<file path="src/rtl/mem_split_sequencer.sv">
// mem_split_sequencer: sequences one request through TLB/protection check and one or two cache line parts
module mem_split_sequencer #(
  parameter int AW = 32,
  parameter int IDW = 7,
  parameter int TO_CYC = 64
) (
  input  logic           clk,
  input  logic           rst,
  input  logic           req_valid,
  output logic           req_ready,
  input  logic [AW-1:0]  req_addr,
  input  logic [1:0]     req_size,
  input  logic           req_w,
  input  logic [IDW-1:0] req_id,
  output logic [AW-1:0]  al_addr,
  output logic [1:0]     al_size,
  output logic           al_w,
  output logic           al_valid,
  input  logic           al_needP1,
  input  logic           al_tlb_hit,
  input  logic           al_tlb_miss,
  input  logic           al_prot_exc,
  output logic           cache_valid,
  output logic           cache_part,
  input  logic           cache_ack,
  output logic           rsp_valid,
  input  logic           rsp_ready,
  output logic [IDW-1:0] rsp_id,
  output logic [1:0]     rsp_fault,
  output logic           busy
);
  localparam int CW = (TO_CYC > 2) ? $clog2(TO_CYC) : 1;
  localparam logic [CW-1:0] TOP = CW'(TO_CYC - 1);
  typedef enum logic [2:0] {IDLE, CHECK, P0, P1, RESP} state_t;
  state_t state_q, state_d;
  logic [AW-1:0] addr_q, addr_d;
  logic [1:0] size_q, size_d, fault_q, fault_d;
  logic w_q, w_d, need1_q, need1_d;
  logic [IDW-1:0] id_q, id_d;
  logic [CW-1:0] cnt_q, cnt_d;
  logic bad;
  assign bad = al_prot_exc | al_tlb_miss | !al_tlb_hit;
  always_comb begin
    state_d = state_q;
    addr_d = addr_q;
    size_d = size_q;
    w_d = w_q;
    id_d = id_q;
    need1_d = need1_q;
    fault_d = fault_q;
    cnt_d = cnt_q;
    case (state_q)
      IDLE: if (req_valid) begin
        addr_d = req_addr;
        size_d = req_size;
        w_d = req_w;
        id_d = req_id;
        need1_d = 1'b0;
        state_d = CHECK;
      end
      CHECK: begin
        need1_d = al_needP1;
        cnt_d = '0;
        fault_d = al_prot_exc ? 2'b10 : bad ? 2'b01 : 2'b00;
        state_d = bad ? RESP : P0;
      end
      P0, P1: if (cache_ack) begin
        cnt_d = '0;
        fault_d = 2'b00;
        state_d = (state_q == P0 && need1_q) ? P1 : RESP;
      end else if (cnt_q == TOP) begin
        fault_d = 2'b11;
        state_d = RESP;
      end else begin
        cnt_d = cnt_q + 1'b1;
      end
      RESP: state_d = rsp_ready ? IDLE : RESP;
      default: state_d = IDLE;
    endcase
  end
  always_ff @(posedge clk) begin
    if (rst) begin
      state_q <= IDLE;
      addr_q <= '0;
      size_q <= '0;
      w_q <= 1'b0;
      id_q <= '0;
      need1_q <= 1'b0;
      fault_q <= '0;
      cnt_q <= '0;
    end else begin
      state_q <= state_d;
      addr_q <= addr_d;
      size_q <= size_d;
      w_q <= w_d;
      id_q <= id_d;
      need1_q <= need1_d;
      fault_q <= fault_d;
      cnt_q <= cnt_d;
    end
  end
  assign req_ready = state_q == IDLE;
  assign busy = state_q != IDLE;
  assign al_valid = state_q == CHECK || state_q == P0 || state_q == P1;
  assign cache_valid = state_q == P0 || state_q == P1;
  assign cache_part = state_q == P1;
  assign rsp_valid = state_q == RESP;
  assign al_addr = addr_q;
  assign al_size = size_q;
  assign al_w = w_q;
  assign rsp_id = id_q;
  assign rsp_fault = fault_q;
endmodule
</file>
<file path="config.mk">
export PLATFORM = sky130hd
export DESIGN_NAME = mem_split_sequencer
export DESIGN_NICKNAME = d
export VERILOG_FILES = /design/src/rtl/mem_split_sequencer.sv
export SDC_FILE = /design/constraint.sdc
export NUM_CORES = 1
export LEC_CHECK = 0
export ABC_CLOCK_PERIOD_IN_PS = 3700
export BUFFER_PORTS_ARGS = -buffer_cell sky130_fd_sc_hd__clkbuf_2
export CAP_MARGIN = 0
export CORE_MARGIN = 2
export CORE_UTILIZATION = 41
export CTS_CLUSTER_DIAMETER = 60
export CTS_CLUSTER_SIZE = 24
export DETAILED_ROUTE_END_ITERATION = 16
export PLACE_DENSITY = 0.72
export SETUP_SLACK_MARGIN = 0.05
export SYNTH_ARGS = -nofsm -noshare
export SYNTH_HDL_FRONTEND = slang
export SYNTH_SLANG_ARGS = --single-unit
</file>
<file path="constraint.sdc">
create_clock -name clk -period 3.7 [get_ports clk]
set_input_delay 0.74 -clock clk [delete_from_list [all_inputs] [get_ports clk]]
set_output_delay 0.74 -clock clk [all_outputs]
set_load 0.02 [all_outputs]
</file>
==> impl_metrics.csv <==
group,metric,value,unit
min_path,hold_path.class,"reg2reg",
layout,drive_gt1_share,31.39,%
critical_path,cp-start-kind,"flop",
min_path,min_from,"al_addr[22]",
die,initial_core_util,42.21,%
drt,met3WireLength,239,µm
yosys,synth_top_family_by_area,"simple AND/OR/NAND/NOR gates",
global_route,gr-usage-all-layers,16.73,%
critical_path,end_kind,"flop",
layout,diodes,0,
critical_path,worst_ep_arrival_time,2.37,ns
clock_tree,cts_tree,"done",
drt,route.detailed.drc,0,
die,die_w,76.28,µm
layout,stdcell_area,2743,µm²
yosys,synth-simple-area-share,23.42,%
critical_path,regToRegStartpoint,"state_q[1]",
yosys,yosysTopAreaCell,"dfxtp_1",
clock_tree,cts_resized,0,
yosys,syn_inst,269,
pwr,ir_drop,259.2,µV
clock_tree,clockRootBuffer,"clkbuf_8",
global_route,overflow,0,
yosys,syn_avg_cell_area,7.963,µm²
yosys,synth_nets,321,
sta,finalMaxSlewViolations,0,
pwr,p_leak,1.250,nW
die,rows,26,
drt,antenna_left,0,
sta,finalSetupTns,0,ns
drt,firstDrtPassIters,4,
critical_path,reg2reg_to,"al_addr[27]",
yosys,ys_top_cells_by_area,"dfxtp_1 (50%), nand2_1 (16%), a21oi_1 (12%)",
drt,routed_wirelength,4981,µm
global_route,antenna_found_initial,0,
sta,tightest_slew,1.027,ns
yosys,ys_seq_area_share,50.47,%
yosys,synthMuxAreaShare,0.5257,%
clock_tree,clk_pin_slew,0.09,ns
layout,final_util,54.04,%
clock_tree,clock_latency,0.30,ns
sta,setup_viol_count_final,0,
drt,wl_per_cell,11.58,µm
yosys,ys.flop_type,"dfxtp_1",
drt,drt_iter0_markers,74,
global_route,grt_pass1_vias,1802,
placed_design,gp_congestion,0.8288,
yosys,async_flop_share,0,%
layout,multi_input_area,934.6,µm²
drt,routed_via_density,4.840,
yosys,synth-edff-count,0,
yosys,synth-compound-area-share,19.10,%
critical_path,crit_type,"reg2reg",
clock_tree,post_cts_buffers,0,
sta,hold_viol_final,0,
outcome,status,"finished clean",
placed_design,hpwlAfterDp,3523,µm
sta,max_freq,448.8,MHz
yosys,ys_seq_elements,54,
sta,relSlewSlack,31.52,%
critical_path,r2r_slack,1.47,ns
yosys,synth.distinct_cells,31,
layout,ff_latch_area,1081,µm²
job,cap_viol_max_count,0,
clock_tree,cts-buffers-inserted,5,
critical_path,crit_path_end,"al_addr[27]",
layout,num-fill-cells,504,
clock_tree,clkSinkCount,54,
yosys,synth_xor_area_share,0,%
layout,area_delta_synth_final,28.04,%
pwr,power_density,482.4,nW/µm²
critical_path,required,3.85,ns
drt,top_layer,"met4",
drt,wl_met2,2393,µm
sta,rsz0062_at_grt,"false",
die,die_h,76.28,µm
critical_path,rr_worst_depth,6,
sta,min_period,2.228,ns
yosys,synth.cell_area,2142,µm²
die,core_area,5075,µm²
critical_path,cp_max_fo,26,
yosys,synthAdderAreaFrac,0.5841,%
clock_tree,clk_path_buf_depth,2,
sta,period_share,60.22,%
clock_tree,ctsHoldBuffers,0,
layout,nets,412,
global_route,grt_max_degree,53,
sta,skew,0.003724,ns
drt,vias,2081,
critical_path,critPathLaunch,"state_q[1]",
global_route,grt_pass1_wl,8073,µm
drt,wl_met1,2292,µm
yosys,synth_top_area_share,50.47,%
clock_tree,htree_levels,2,
yosys,ys_warn_count,0,
placed_design,dpl_cell_area,2630,µm²
die,die_area,5819,µm²
placed_design,port_buffers,100,
die,io_pins,101,
-- registers in the layout, indices dropped and copies added (netlist names) --
name       count
cnt_q          6
al_w           1
rsp_id         7
rsp_fault      2
need1_q        1
state_q        3
al_addr       32
al_size        2
-- cell type report --
type | count | share of cell area [%]
timing repair buffer | 102 | 18.80
sequential | 54 | 39.42
multi-input combinational | 194 | 34.08
clock inverter | 1 | 1.095
inverter | 3 | 0.4106
tap | 70 | 3.193
clock buffer | 6 | 3.011
-- stage by stage --
| stage | setup WS [ns] | total power, W | instances | hold WS (ns) |
|---|---|---|---|---|
| CTS | 1.446 | 0.001339 | 430 | 0.4605 |
| global route | 1.301 | 0.001393 | 430 | 0.4792 |
| floorplan | 1.971 | 0.0008572 | 269 | 0.4577 |
| global placement | 1.411 | 0.0009385 | 423 | 0.4416 |
| detailed placement | 1.338 | 0.0009434 | 423 | 0.4475 |
| finish | 1.472 | 0.001323 | 430 | 0.4560 |
-- synth_stat cells (all sizes together) (2+ instances only) --
cell type / number
nor3: 3
nor2b: 3
nand2: 92
o21bai: 2
and3: 2
a311oi: 3
nand3: 3
and2: 4
o21ai: 5
nor2: 8
buf: 8
dfxtp: 54
a21o: 2
a21oi: 51
nand2b: 2
clkbuf: 10
a211oi: 2
inv: 3
a2111oi: 2
-- routing by layer --
metal	vias to the layer above	track usage, %
li1	1080	-
met1	940	20.58
met2	55	29.12
met3	6	3.910
met4	0	4.909
met5	-	0
-- placed cells by master, fill, tap and decap left out, drive strengths merged --
master / n
a221oi: 1
ha: 1
nor3: 3
nand3: 3
a2111oi: 2
o21bai: 2
a211oi: 2
mux2: 1
dfxtp: 54
o21ai: 5
a21o: 2
inv: 3
bufinv: 1
and3: 2
clkbuf: 106
nor2: 8
nand2b: 2
nor2b: 3
nand2: 92
buf: 2
a22o: 1
nand3b: 1
a21oi: 51
a31oi: 1
a311oi: 3
o31ai: 1
or3: 1
or3b: 1
o31a: 1
and2: 4
-- worst min-delay path by stage --
stage | end | depth (start not counted)
after detailed placement | al_size[0] | 2
final | al_addr[22] | 2
after global routing | al_addr[7] | 2
after global placement | al_addr[11] | 2
after floorplan | need1_q | 2
after CTS | al_size[0] | 2
-- kinds of logic after synthesis --
family | Yosys count
simple gates | 120
compound gates | 72
flops | 54
buf+inv | 21
mux | 1
fa+ha+maj | 1
-- power breakdown --
group          switching [W]  internal [W]
clock               0.000180      0.000217
sequential         0.0000279      0.000626
combinational       0.000176     0.0000960
total               0.000384      0.000939
-- critical path, cell delays in order (launching register included) --
cell	delay, ns
dfxtp_1	0.44
or3_4	0.43
inv_2	0.07
nand2_1	0.53
buf_4	0.45
nand2_1	0.08
a21oi_1	0.06
Note: power is estimated with default switching activity, not from simulation.
